==> config.mk <==
export PLATFORM = sky130hd
export DESIGN_NAME = radix4_div_pipe
export DESIGN_NICKNAME = d
export VERILOG_FILES = /design/src/rtl/radix4_div_pkg.sv /design/src/rtl/radix4_div_stage.sv /design/src/rtl/radix4_div_pipe.sv
export SDC_FILE = /design/constraint.sdc
export NUM_CORES = 1
export LEC_CHECK = 0
export BUFFER_PORTS_ARGS = -buffer_cell sky130_fd_sc_hd__buf_2
export CAP_MARGIN = 20
export CORE_AREA = 2 2 117 119
export CTS_BUF_LIST = sky130_fd_sc_hd__clkbuf_2 sky130_fd_sc_hd__clkbuf_4 sky130_fd_sc_hd__clkbuf_8
export DETAILED_ROUTE_END_ITERATION = 10
export DIE_AREA = 0 0 119 121
export GPL_TIMING_DRIVEN = 1
export PLACE_DENSITY = 0.81
export SYNTH_ARGS = -nofsm -noshare
export SYNTH_HDL_FRONTEND = slang
export SYNTH_SLANG_ARGS = --single-unit
==> constraint.sdc <==
create_clock -name clk_i -period 10.6 [get_ports clk_i]
set_input_delay 0.53 -clock clk_i [delete_from_list [all_inputs] [get_ports clk_i]]
set_output_delay 0.53 -clock clk_i [all_outputs]
set_load 0.01 [all_outputs]
==> src/rtl/radix4_div_pkg.sv <==
`default_nettype none
// ============================================================================
// Module      : radix4_div_pkg
// Description : Widths and the stage-register record shared by the divider.
// Revision    : 1.0 - initial release
// ============================================================================
package radix4_div_pkg;

    localparam int DVD_W  = 16;
    localparam int DVS_W  = 8;
    localparam int QUO_W  = 8;
    localparam int STAGES = 4;

    // dvd_lo keeps the whole low dividend byte so a divide-by-zero result can return it.
    typedef struct packed {
        logic               valid;
        logic [DVS_W-1:0]   rem;
        logic [DVD_W-DVS_W-1:0] dvd_lo;
        logic [DVS_W-1:0]   dvs;
        logic [QUO_W-1:0]   quo;
        logic               dz;
        logic               ovf;
    } stage_t;

endpackage
`default_nettype wire

==> src/rtl/radix4_div_stage.sv <==
`default_nettype none
// ============================================================================
// Module      : radix4_div_stage
// Description : One radix-4 restoring digit step (combinational).
// Revision    : 1.0 - initial release
// ============================================================================
module radix4_div_stage
    import radix4_div_pkg::*;
(
    input  logic [DVS_W-1:0] i_rem,
    input  logic [1:0]       i_pair,
    input  logic [DVS_W-1:0] i_dvs,
    output logic [1:0]       o_q,
    output logic [DVS_W-1:0] o_rem
);

    logic [DVS_W+1:0] w_t;
    logic [DVS_W+1:0] w_d1;
    logic [DVS_W+1:0] w_d2;
    logic [DVS_W+1:0] w_d3;
    logic [DVS_W-1:0] w_sub;

    // The difference always fits in 8 bits, so only the low bytes need subtracting.
    always_comb begin
        w_t  = {i_rem, i_pair};
        w_d1 = {2'b00, i_dvs};
        w_d2 = {1'b0, i_dvs, 1'b0};
        w_d3 = w_d1 + w_d2;
        if (w_t >= w_d3) begin
            o_q   = 2'd3;
            w_sub = w_d3[DVS_W-1:0];
        end else if (w_t >= w_d2) begin
            o_q   = 2'd2;
            w_sub = w_d2[DVS_W-1:0];
        end else if (w_t >= w_d1) begin
            o_q   = 2'd1;
            w_sub = i_dvs;
        end else begin
            o_q   = 2'd0;
            w_sub = '0;
        end
        o_rem = w_t[DVS_W-1:0] - w_sub;
    end

endmodule
`default_nettype wire

==> src/rtl/radix4_div_pipe.sv <==
`default_nettype none
// ============================================================================
// Module      : radix4_div_pipe
// Description : 16/8 unsigned radix-4 restoring divider, 4-cycle pipeline.
// Revision    : 1.0 - initial release
// ============================================================================
module radix4_div_pipe
    import radix4_div_pkg::*;
(
    input  logic             clk_i,
    input  logic             rst_i,
    input  logic             valid_i,
    input  logic [DVD_W-1:0] dvd_i,
    input  logic [DVS_W-1:0] dvs_i,
    output logic             valid_o,
    output logic [QUO_W-1:0] quo_o,
    output logic [DVS_W-1:0] rem_o,
    output logic             dz_o,
    output logic             ovf_o
);

    stage_t           src   [STAGES];
    stage_t           stg_d [STAGES];
    stage_t           stg_q [STAGES-1];
    logic [1:0]       w_q   [STAGES];
    logic [DVS_W-1:0] w_rem [STAGES];

    logic             w_dz;
    logic             valid_d, valid_q;
    logic [QUO_W-1:0] quo_d, quo_q;
    logic [DVS_W-1:0] rem_d, rem_q;
    logic             dz_d, dz_q;
    logic             ovf_d, ovf_q;

    assign w_dz = (dvs_i == '0);

    always_comb begin
        src[0] = '{valid:  valid_i,
                   rem:    dvd_i[DVD_W-1:DVS_W],
                   dvd_lo: dvd_i[DVD_W-DVS_W-1:0],
                   dvs:    dvs_i,
                   quo:    '0,
                   dz:     w_dz,
                   ovf:    !w_dz && (dvd_i[DVD_W-1:DVS_W] >= dvs_i)};
        for (int k = 1; k < STAGES; k++) begin
            src[k] = stg_q[k-1];
        end
    end

    for (genvar g = 0; g < STAGES; g++) begin : g_stage
        radix4_div_stage u_stage (
            .i_rem  (src[g].rem),
            .i_pair (src[g].dvd_lo[DVD_W-DVS_W-1-2*g -: 2]),
            .i_dvs  (src[g].dvs),
            .o_q    (w_q[g]),
            .o_rem  (w_rem[g])
        );
    end

    // Stage k fills quotient bits [7-2k : 6-2k], most significant pair first.
    always_comb begin
        for (int k = 0; k < STAGES; k++) begin
            stg_d[k]     = src[k];
            stg_d[k].rem = w_rem[k];
            stg_d[k].quo[QUO_W-1-2*k -: 2] = w_q[k];
        end
    end

    always_comb begin
        valid_d = stg_d[STAGES-1].valid;
        dz_d    = stg_d[STAGES-1].dz;
        ovf_d   = stg_d[STAGES-1].ovf;
        quo_d   = stg_d[STAGES-1].quo;
        rem_d   = stg_d[STAGES-1].rem;
        if (stg_d[STAGES-1].dz) begin
            quo_d = '1;
            rem_d = stg_d[STAGES-1].dvd_lo;
        end else if (stg_d[STAGES-1].ovf) begin
            quo_d = '1;
            rem_d = '0;
        end
    end

    always_ff @(posedge clk_i) begin
        if (rst_i) begin
            for (int k = 0; k < STAGES-1; k++) begin
                stg_q[k] <= '0;
            end
            valid_q <= 1'b0;
            quo_q   <= '0;
            rem_q   <= '0;
            dz_q    <= 1'b0;
            ovf_q   <= 1'b0;
        end else begin
            for (int k = 0; k < STAGES-1; k++) begin
                stg_q[k] <= stg_d[k];
            end
            valid_q <= valid_d;
            quo_q   <= quo_d;
            rem_q   <= rem_d;
            dz_q    <= dz_d;
            ovf_q   <= ovf_d;
        end
    end

    assign valid_o = valid_q;
    assign quo_o   = quo_q;
    assign rem_o   = rem_q;
    assign dz_o    = dz_q;
    assign ovf_o   = ovf_q;

endmodule
`default_nettype wire

==> results of run 1 <==
## cells by family (layout without fill, tap and decap cells)
logic type / count (synthesis) / count (layout)
mux: 4 / 4
flops: 112 / 112
fa+ha+maj: 181 / 181
xor+xnor: 43 / 43
simple gates: 270 / 270
compound gates: 245 / 245
buf+inv: 99 / 142
## per-layer routing
| layer | part of all wire, % | vias up | track usage [%] |
|---|---|---|---|
| met4 | 2.7 | 0 | 9.90 |
| li1 | - | 3451 | - |
| met5 | 0 | - | 0 |
| met2 | 49 | 157 | 44.6 |
| met3 | 3.5 | 34 | 3.48 |
| met1 | 44 | 3092 | 30.7 |
## metrics by stage
step | setup slack, ns | power, W | utilization [%] | instances
after floorplan | 6.04 | 0.00157 | - | 954
after global placement | 5.47 | 0.00179 | 66.5 | 1157
after detailed placement | 5.43 | 0.00183 | 66.5 | 1157
after CTS | 5.45 | 0.00211 | 68.2 | 1173
after global routing | 5.00 | 0.00231 | 68.2 | 1173
final | 5.45 | 0.00211 | 68.2 | 1173
## cells in the mapped netlist, types with 12 or more instances
cell type | n | area share, %
a21oi_1 | 62 | 3.7
nand2b_1 | 12 | 0.90
inv_1 | 79 | 3.6
nor2_1 | 106 | 4.8
nand2_1 | 42 | 1.9
clkbuf_1 | 17 | 0.77
ha_1 | 173 | 26
o21ai_0 | 54 | 3.2
a21o_1 | 37 | 3.3
a221oi_1 | 13 | 1.4
nor2b_1 | 52 | 3.9
xnor2_1 | 33 | 3.5
dfxtp_1 | 112 | 27
a31oi_1 | 12 | 0.90
nand3_1 | 13 | 0.78
## worst max-delay path, cell delays in order, from the launching register on
cell and delay, ns:
dfxtp_1 0.39, ha_1 0.25, fa_1 0.42, a21oi_2 0.19, o211ai_1 0.12, a21oi_1 0.24
xnor2_1 0.17, inv_1 0.06, ha_1 0.27, o21ai_0 0.07, a21oi_1 0.12, nor2_1 0.07
o31ai_2 0.76, a221oi_1 0.10, a21o_1 0.24, ha_1 0.27, nor2b_1 0.12, o21ai_0 0.21
a21oi_1 0.14, o41ai_1 0.32, xnor2_1 0.12, or3_1 0.31, a21oi_1 0.13
## cell usage in the layout, fill, tap and decap left out, drive strengths merged, types with 10 or more instances in the layout
cell	count
a21o	37
a21oi	64
a221oi	14
a31oi	13
buf	47
dfxtp	112
ha	173
inv	84
nand2	42
nand2b	13
nand3	13
nor2	106
nor2b	52
nor3	13
o21ai	58
xnor2	33
xor2	10
## state kept, by name, summed over array words and instances, names as in the netlist
register and cells:
dz_o 1, ovf_o 1, stg_q 93, rem_o 8, quo_o 8, valid_o 1
## worst max path at each step
stage	startpoint	to	slack, ns	cells after the start
finish	stg_q[0][10]	stg_q[0][68]	5.45	22
global route	stg_q[0][10]	stg_q[0][67]	5.00	23
CTS	stg_q[0][10]	stg_q[0][68]	5.45	22
detailed placement	dvs_i[0]	stg_q[0][32]	5.43	24
global placement	dvs_i[0]	stg_q[0][32]	5.47	24
floorplan	dvs_i[1]	stg_q[0][33]	6.04	22
## layout make-up
class / count / area [um2] / area share, %
repair buffers: 47 / 243 / 2.72
clock buffers: 9 / 124 / 1.39
flip-flops and latches: 112 / 2240 / 25.1
well taps: 176 / 220 / 2.47
multi-input cells: 743 / 5700 / 63.9
inverters: 79 / 297 / 3.32
clock inverters: 7 / 95.1 / 1.07
## power groups by stage
stage | Sequential, W | Combinational [W] | Clock (W)
2_1_floorplan | 0.000557 | 0.00101 | 0
3_3_place_gp | 0.000571 | 0.00122 | 0
3_5_place_dp | 0.000572 | 0.00126 | 0
4_1_cts | 0.000563 | 0.00127 | 0.000282
5_1_grt | 0.000573 | 0.00143 | 0.000300
6_report | 0.000563 | 0.00127 | 0.000277
==> impl_results.md, run 1 <==
* Outcome: finished clean
* Asr flop ratio synth at 0%
* Grt total ovfl at 0
* Final min period at 5.15 ns
* DIE AREA at 0.0144 mm2
* Overall routing resource usage at 25.1%
* Clock Power Share at 13.1%
* Sw frac at 44.2%
* Critical path class: flip-flop to flip-flop
* Final Cycle Share at 48.6%
* Max IR drop VDD at 0.129 mV
* Hold Startpoint: dvd_i[0]
* I/O Pins at 46
* Port buffer count at 45
* Worst Path Required at 10.94 ns
* Largest net degree at the start of global routing at 73
* Synth Cell Area at 0.00832 mm2
* # setup viols final at 0
* Worst-path maximum fanout at 15
* Post-synth EDFFs at 0
* Mean number of vias per cell at 5.74
* Worst min-delay path category: input port to flip-flop
* Setup TNS at 0 ns
* Hold slack at 0.325 ns
* R2R Path End: stg_q[0][68]
* Max-capacitance violation count at 0
* F_max at 194 MHz
* Clock Pin Slew Worst Setup and Hold Paths at 0.12 ns
* Number of global-route vias before repair at 6482
* # diodes at 0
* Hold_buf cts at 0
* Leakage power figure at 4.21 nW
* Yosys warns at 0
* Startpoint Class: flip-flop
* Layout cells sized above 1 at 8.12%
* Mux contribution to synthesized area at 0.541%
* Total CTS buffers at 9
* Adder-Cell Fraction of Synth Area at 27.9%
* Cell area after layout at 0.00892 mm2
* Syn Area/Cell at 8.72 um2
* #FFs+latches synth at 112
* Clock Latency Late Sink at 0.40 ns
* Final Skew at 0.0116 ns
* # DRC at 0
* Root buffer cell: clkbuf_8
* Hold-critical path endpoint: stg_q[0][18]
* RSZ-0062 raised after global routing: false
* Arr. time, crit path at 5.49 ns
* Unique masters post-synth at 62
* Setup crit end kind: flip-flop
* Max-slew headroom at 36.7%
* Synth Area in XOR/XNOR at 4.53%
* Post-layout nets at 1200
* Width of the die at 119 um
* WHS Path Cells at 2
* Initial antenna violation count at 0
* Pwr dens at 236 mW/mm2
* Antenna Violating Nets Remaining at 0
* Post-synthesis compound-gate area fraction at 19.7%
* Flop pwr share at 26.7%
* DR vias at 6734
* Largest family of logic cells by synthesized area: adder cells
* Post-Synth Simple-Gate Area at 15.8%
* Worst reg2reg path depth at 22
* Initial Util at 63.6%
* P_int at 0.00118 W
* First-pass detailed-route iteration total at 5
* Rows at 42
* Clock Path Buffers at 2
* Filler Cells Inserted at 1063
* Tightest Pin Transition at 0.945 ns
* H-tree levels at 3
* Final Hold Vio Count at 0
* Clk sinks at 112
* DRT iter0 DRCs at 410
* First-pass GRT wire length at 29400 um
* Switch Pwr at 0.000931 W
* CTS tree: yes
* Logic pwr share at 60.1%
* Die H at 121 um
* Gate Count Post-Synth at 954
* P&R area growth vs syn at 7.28%
* Post-cts sizing count at 0
* Hpwl dp at 14000 um
* Pins over their slew limit at 0
* Synth Flop Type: dfxtp_1
* RD Place Congestion at 0.911
* Setup repair bufs after CTS at 0
* Area after DPL at 0.00871 mm2
* Setup slack, reg-to-reg at 5.45 ns
* Syn Nets at 1162
* CORE AREA at 0.0131 mm2
* Reg-to-Reg Start: stg_q[0][10]
* WL/cell at 14.8 um
* Detailed Route WL at 17400 um
* Seq/Total Area, Yosys at 27.0%
Note: power is estimated with default switching activity, not from simulation.
==> run 2, diff against run 1 <==
--- a/config.mk
+++ b/config.mk
@@ -7,12 +7,12 @@
 export LEC_CHECK = 0
 export BUFFER_PORTS_ARGS = -buffer_cell sky130_fd_sc_hd__buf_2
 export CAP_MARGIN = 20
-export CORE_AREA = 2 2 117 119
+export CORE_AREA = 2 2 118 120
 export CTS_BUF_LIST = sky130_fd_sc_hd__clkbuf_2 sky130_fd_sc_hd__clkbuf_4 sky130_fd_sc_hd__clkbuf_8
 export DETAILED_ROUTE_END_ITERATION = 10
-export DIE_AREA = 0 0 119 121
+export DIE_AREA = 0 0 120 122
 export GPL_TIMING_DRIVEN = 1
-export PLACE_DENSITY = 0.81
+export PLACE_DENSITY = 0.8
 export SYNTH_ARGS = -nofsm -noshare
 export SYNTH_HDL_FRONTEND = slang
 export SYNTH_SLANG_ARGS = --single-unit
==> constraint.sdc (replaced) <==
create_clock -name clk_i -period 4.99 [get_ports clk_i]
set_input_delay 0.2495 -clock clk_i [delete_from_list [all_inputs] [get_ports clk_i]]
set_output_delay 0.2495 -clock clk_i [all_outputs]
set_load 0.01 [all_outputs]
==> impl_results.md, run 2 (synthesized netlist as in run 1, its figures left out) <==
* Die H at 122 um (+0.83%)
* Largest net degree at the start of global routing at 111 (+52%)
* Number of global-route vias before repair at 6494 (+0.19%)
* DRT iter0 DRCs at 477 (+16%)
* I/O Pins at 46 (unchanged)
* Antenna Violating Nets Remaining at 0 (unchanged)
* Outcome: finished clean
* R2R Path End: rem_o[6]
* # setup viols final at 0 (unchanged)
* Startpoint Class: flip-flop
* DR vias at 6825 (+1.4%)
* Multi-input logic area at 0.00575 mm2 (+0.72%)
* Overall routing resource usage at 24.6% (-0.51 points)
* Worst reg2reg path depth at 21 (-4.5%)
* Final min period at 4.83 ns (-0.315 ns)
* RSZ-0062 raised after global routing: true
* # DRC at 0 (unchanged)
* Max IR drop VDD at 0.237 mV (+83%)
* Leakage power figure at 4.25 nW (+0.91%)
* Final Cycle Share at 96.9% (+48 points)
* Rows at 43 (+2.4%)
* Area after DPL at 0.00875 mm2 (+0.49%)
* Initial Util at 61.6% (-2.0 points)
* DIE AREA at 0.0146 mm2 (+1.7%)
* Arr. time, crit path at 5.13 ns (-0.36 ns)
* Critical path class: flip-flop to flip-flop
* CORE AREA at 0.0135 mm2 (+3.2%)
* Largest register FFs at 93 (unchanged)
* Hpwl dp at 14100 um (+0.96%)
* Setup slack, reg-to-reg at 0.16 ns (-5.29 ns)
* Pwr dens at 508 mW/mm2 (+120%)
* Mean number of vias per cell at 5.75 (+0.24%)
* Worst path cell trace: ha_1 > a21o_1 > a21oi_1 > o21bai_1 > a21oi_2 > o21ai_0 > a21oi_1 > xnor2_1 > ha_1 > or3_1 > o32ai_4 > buf_4 > mux2_2 > ha_1 > nor2b_1 > o21ai_0 > nand2b_1 > a21o_1 > a21oi_1 > xnor2_1 > a22o_1
* Final worst slack at 0.156 ns (-5.29 ns)
* Hold-critical path endpoint: stg_q[0][19]
* Worst path slowest cell: dfxtp_1
* Worst Path Required at 5.29 ns (-5.65 ns)
* WHS Path Cells at 2 (unchanged)
* Clock Latency Late Sink at 0.40 ns (about the same)
* First-pass detailed-route iteration total at 5 (unchanged)
* Total CTS buffers at 9 (unchanged)
* Final Skew at 0.0204 ns (+0.00875 ns)
* Initial antenna violation count at 0 (unchanged)
* Max-capacitance violation count at 0 (unchanged)
* Crit path largest cell delay at 0.42 ns (-0.34 ns)
* CP Buf/Inv Count at 1 (unchanged)
* Clock Pin Slew Worst Setup and Hold Paths at 0.12 ns (about the same)
* Worst-path maximum fanout at 7 (-8)
* Pins over their slew limit at 0 (unchanged)
* Critical path depth at 21 (-4.5%)
* CTS tree: yes
* Hold slack at 0.0623 ns (-0.262 ns)
* Layout cells sized above 1 at 9.74% (+1.6 points)
* Root buffer cell: clkbuf_8
* Worst min-delay path category: input port to flip-flop
* Grt total ovfl at 0 (unchanged)
* Setup crit end kind: flip-flop
* Most common cell after layout, fill and taps aside: ha_1
* Filler Cells Inserted at 1144 (+7.6%)
* Cell area after layout at 0.00902 mm2 (+1.1%)
* # diodes at 0 (unchanged)
* Hold Startpoint: dvd_i[1]
* Max-slew headroom at 31.3% (-5.4 points)
* WL/cell at 15.0 um (+1.1%)
* Final Hold Vio Count at 0 (unchanged)
* Register area at 0.00224 mm2 (+0.11%)
* Setup WS pre-CTS at 0.0560 ns (-5.37 ns)
* CP top delay family: compound AO/OA/AOI/OAI gates
* RD Place Congestion at 0.919 (+0.89%)
* First-pass GRT wire length at 29200 um (-0.42%)
* Reg with most FFs: stg_q
* Clock Path Buffers at 2 (unchanged)
* H-tree levels at 3 (unchanged)
* Clk sinks at 112 (unchanged)
* F_max at 207 MHz (+6.5%)
* Most frequent cells in the layout: ha_1, dfxtp_1, nor2_1
* P&R area growth vs syn at 8.41%
* Tightest Pin Transition at 1.03 ns (+0.0859 ns)
* Port buffer count at 45 (unchanged)
* Detailed Route WL at 17800 um (+2.3%)
* Post-layout nets at 1210 (+0.83%)
* Placed Cells at 1166 (+0.78%)
* Final std cells w/o fill at 1186 (+1.1%)
* Width of the die at 120 um (+0.84%)
* Reg-to-Reg Start: stg_q[0][82]
run 2: cell count changes in the layout (fill, tap and decap cells not counted), sizes merged:
cell      previous run  this run
buf                 47        57
clkinv               2         3
clkinvlp             0         1
inv                 84        81
run 2: repair_timing:
| action | in CTS | in global routing |
|---|---|---|
| setup buffers | 0 | 5 |
| gates resized for setup | 0 | 12 |
| endpoints found under the setup margin | 0 | 8 |
| hold buffers | 0 | 0 |
run 2: worst max path at each step:
stage                  from       endpoint  slack (ns)
2_1_floorplan  stg_q[0][46]  stg_q[0][102]        0.53
3_3_place_gp       dvs_i[2]   stg_q[0][33]        0.15
3_5_place_dp       dvs_i[2]   stg_q[0][33]        0.06
4_1_cts        stg_q[0][46]  stg_q[0][102]        0.02
5_1_grt        stg_q[0][80]       rem_o[6]       -0.06
6_report       stg_q[0][82]       rem_o[6]        0.16
run 2: routing by layer:
metal | global-route usage (%) | vias up | share of wire [%]
met4 | 9.78 | 0 | 2.8
met3 | 3.37 | 39 | 3.0
met1 | 29.9 | 3170 | 45
met5 | 0 | - | 0
li1 | - | 3475 | -
met2 | 43.9 | 141 | 49
run 2: where the power goes:
| group | leakage (nW) | internal, W | switching [W] | total [W] |
|---|---|---|---|---|
| Sequential | 0.925 | 0.00106 | 0.000142 | 0.00120 |
| Clock | 0.0931 | 0.000192 | 0.000328 | 0.000519 |
| Combinational | 3.23 | 0.00133 | 0.00153 | 0.00286 |
run 2: metrics by stage:
stage                     power [W]  utilization, %  TNS, ns
after floorplan             0.00333               -        0
after global placement      0.00387            64.8        0
after detailed placement    0.00394            64.8        0
after CTS                   0.00447            66.2        0
after global routing        0.00500            66.8   -0.164
final                       0.00458            66.8        0
run 2: final cells by class:
type | instances | share of cell area [%]
multi-input cells | 743 | 63.7
flip-flops and latches | 112 | 24.9
repair buffers | 57 | 3.52
inverters | 79 | 3.29
well taps | 180 | 2.50
clock buffers | 9 | 1.37
clock inverters | 6 | 0.721
==> run 3, diff against run 2 <==
--- a/config.mk
+++ b/config.mk
@@ -12,7 +12,7 @@
 export DETAILED_ROUTE_END_ITERATION = 10
 export DIE_AREA = 0 0 120 122
 export GPL_TIMING_DRIVEN = 1
-export PLACE_DENSITY = 0.8
+export PLACE_DENSITY = 0.81
 export SYNTH_ARGS = -nofsm -noshare
 export SYNTH_HDL_FRONTEND = slang
 export SYNTH_SLANG_ARGS = --single-unit
==> impl_results.md, run 3 (synthesized netlist as in run 1, its figures left out) <==
* Flop pwr share at 25.9% (-0.3 points)
* Width of the die at 120 um (unchanged)
* Switch Pwr at 0.00199 W (-0.48%)
* Max-slew headroom at 50.4% (+19 points)
* Total CTS buffers at 9 (unchanged)
* Overall routing resource usage at 24.7% (+0.13 points)
* Post-layout nets at 1211 (+0.083%)
* Max IR drop VDD at 0.252 mV (+6.3%)
* Worst min-delay path category: input port to flip-flop
* Initial Util at 61.6% (unchanged)
* Most common cell after layout, fill and taps aside: ha_1
* Reg with most FFs: stg_q
* Setup slack, reg-to-reg at 0.20 ns (+0.04 ns)
* Final Cycle Share at 96.0% (-0.88 points)
* Worst Path Required at 5.28 ns (about the same)
* Pins over their slew limit at 0 (unchanged)
* # setup viols final at 0 (unchanged)
* CORE AREA at 0.0135 mm2 (unchanged)
* Antenna Violating Nets Remaining at 0 (unchanged)
* # diodes at 0 (unchanged)
* Clk sinks at 112 (unchanged)
* Detailed Route WL at 18000 um (+0.91%)
* Initial antenna violation count at 0 (unchanged)
* Hpwl dp at 14100 um (-0.14%)
* Die H at 122 um (unchanged)
* Final Skew at 0.0159 ns (-0.00454 ns)
* Critical path class: flip-flop to flip-flop
* Startpoint Class: flip-flop
* DIE AREA at 0.0146 mm2 (unchanged)
* Tightest Pin Transition at 0.737 ns (-0.294 ns)
* Outcome: finished clean
* Final worst slack at 0.200 ns (+0.0439 ns)
* Mean number of vias per cell at 5.78 (+0.37%)
* Setup TNS at 0 ns (unchanged)
* First-pass GRT wire length at 29300 um (+0.26%)
* DRT iter0 DRCs at 406 (-15%)
* Sw frac at 43.0% (-0.57 points)
* Clock Power Share at 12.2% (+0.9 points)
* Most frequent cells in the layout: ha_1, dfxtp_1, nor2_1
* Clock Pin Slew Worst Setup and Hold Paths at 0.10 ns (-0.02 ns)
* Placed Cells at 1168 (+0.17%)
* Hold_buf cts at 0 (unchanged)
* Reg-to-Reg Start: stg_q[0][46]
* Worst-path maximum fanout at 6 (-1)
* WHS Path Cells at 2 (unchanged)
* Arr. time, crit path at 5.08 ns (-0.05 ns)
* Filler Cells Inserted at 1102 (-3.7%)
* Worst reg2reg path depth at 19 (-9.5%)
* WL/cell at 15.1 um (+0.82%)
* Leakage power figure at 4.26 nW (+0.35%)
* Cell area after layout at 0.00905 mm2 (+0.37%)
* Largest net degree at the start of global routing at 62 (-44%)
* Setup WS pre-CTS at 0.00404 ns (-0.0520 ns)
* Setup crit end kind: flip-flop
* Root buffer cell: clkbuf_8
* F_max at 209 MHz (+0.92%)
* P&R area growth vs syn at 8.81%
* Number of global-route vias before repair at 6565 (+1.1%)
* Crit. Startpoint: stg_q[0][46]
* RD Place Congestion at 0.919 (about the same)
* Final std cells w/o fill at 1187 (+0.084%)
* Clock Latency Late Sink at 0.39 ns (about the same)
* Largest register FFs at 93 (unchanged)
* Area after DPL at 0.00876 mm2 (+0.17%)
* I/O Pins at 46 (unchanged)
* # DRC at 0 (unchanged)
* Rows at 43 (unchanged)
* CP Capture Point: stg_q[0][103]
* CTS tree: yes
* Layout cells sized above 1 at 10.1% (+0.39 points)
* Final min period at 4.79 ns (-0.0439 ns)
* H-tree levels at 3 (unchanged)
* Clock Path Buffers at 2 (unchanged)
* First-pass detailed-route iteration total at 5 (unchanged)
* R2R Path End: stg_q[0][103]
* Max-capacitance violation count at 0 (unchanged)
* Port buffer count at 45 (unchanged)
* Layout Utilization at 67.0% (+0.25 points)
* Final Hold Vio Count at 0 (unchanged)
* Grt total ovfl at 0 (unchanged)
* P_int at 0.00263 W (+1.9%)
* DR vias at 6856 (+0.45%)
* Pwr dens at 511 mW/mm2 (+0.46%)
* Logic pwr share at 61.9% (-0.6 points)
==> run 3: final cells by class <==
class | count | area, um2 | area share (%)
multi-input cells | 743 | 5740 | 63.4
flip-flops and latches | 112 | 2250 | 24.8
repair buffers | 58 | 333 | 3.68
inverters | 79 | 297 | 3.28
well taps | 180 | 225 | 2.49
clock buffers | 9 | 124 | 1.37
clock inverters | 6 | 86.3 | 0.954
==> run 3: worst min-delay path by stage <==
stage	start	endpoint	slack, ns
finish	dvd_i[4]	stg_q[0][22]	0.06
detailed placement	stg_q[0][44]	stg_q[0][79]	0.42
CTS	dvd_i[4]	stg_q[0][22]	0.05
global route	dvd_i[3]	stg_q[0][21]	0.06
global placement	stg_q[0][21]	stg_q[0][56]	0.42
floorplan	rst_i	dz_o	0.36
==> run 3: metrics by stage <==
step,hold WS (ns),power [W]
floorplan,0.355,0.00333
global placement,0.417,0.00387
detailed placement,0.421,0.00395
CTS,0.0544,0.00453
global route,0.0598,0.00503
finish,0.0639,0.00462
==> run 3: routing by layer <==
metal  GRT usage [%]  share of wire, %
met3            4.49               3.5
met4            10.3               2.9
met1            28.5                43
met5               0                 0
met2            45.0                50
==> run 3: worst max-delay path, cell delays in order (launching register included) <==
cell and delay (ns):
dfxtp_1 0.37, ha_1 0.22, fa_1 0.41, a21o_1 0.18, a21oi_1 0.28, or3_1 0.18, o311ai_2 0.13, ha_1 0.24
or4_1 0.48, a221oi_1 0.31, o21ai_2 0.17, o21ai_1 0.27, ha_1 0.28, nor2b_1 0.12, o21ai_0 0.27, a21o_1 0.19
a21oi_1 0.08, xor2_1 0.17, o2111ai_1 0.11, a21bo_1 0.23
==> run 3: repair_timing <==
item	4_1_cts	5_1_grt
resized for setup	1	16
endpoints found under the hold margin	0	0
endpoints found under the setup margin	1	7
buffers inserted	0	4
pin swaps	0	2
==> run 3: power groups by stage <==
| stage | registers, W | clock network [W] | logic (W) |
|---|---|---|---|
| final | 0.00120 | 0.000562 | 0.00286 |
| after global routing | 0.00121 | 0.000610 | 0.00321 |
| after CTS | 0.00119 | 0.000575 | 0.00276 |
| after detailed placement | 0.00121 | 0 | 0.00274 |
| after global placement | 0.00121 | 0 | 0.00266 |
| after floorplan | 0.00118 | 0 | 0.00215 |
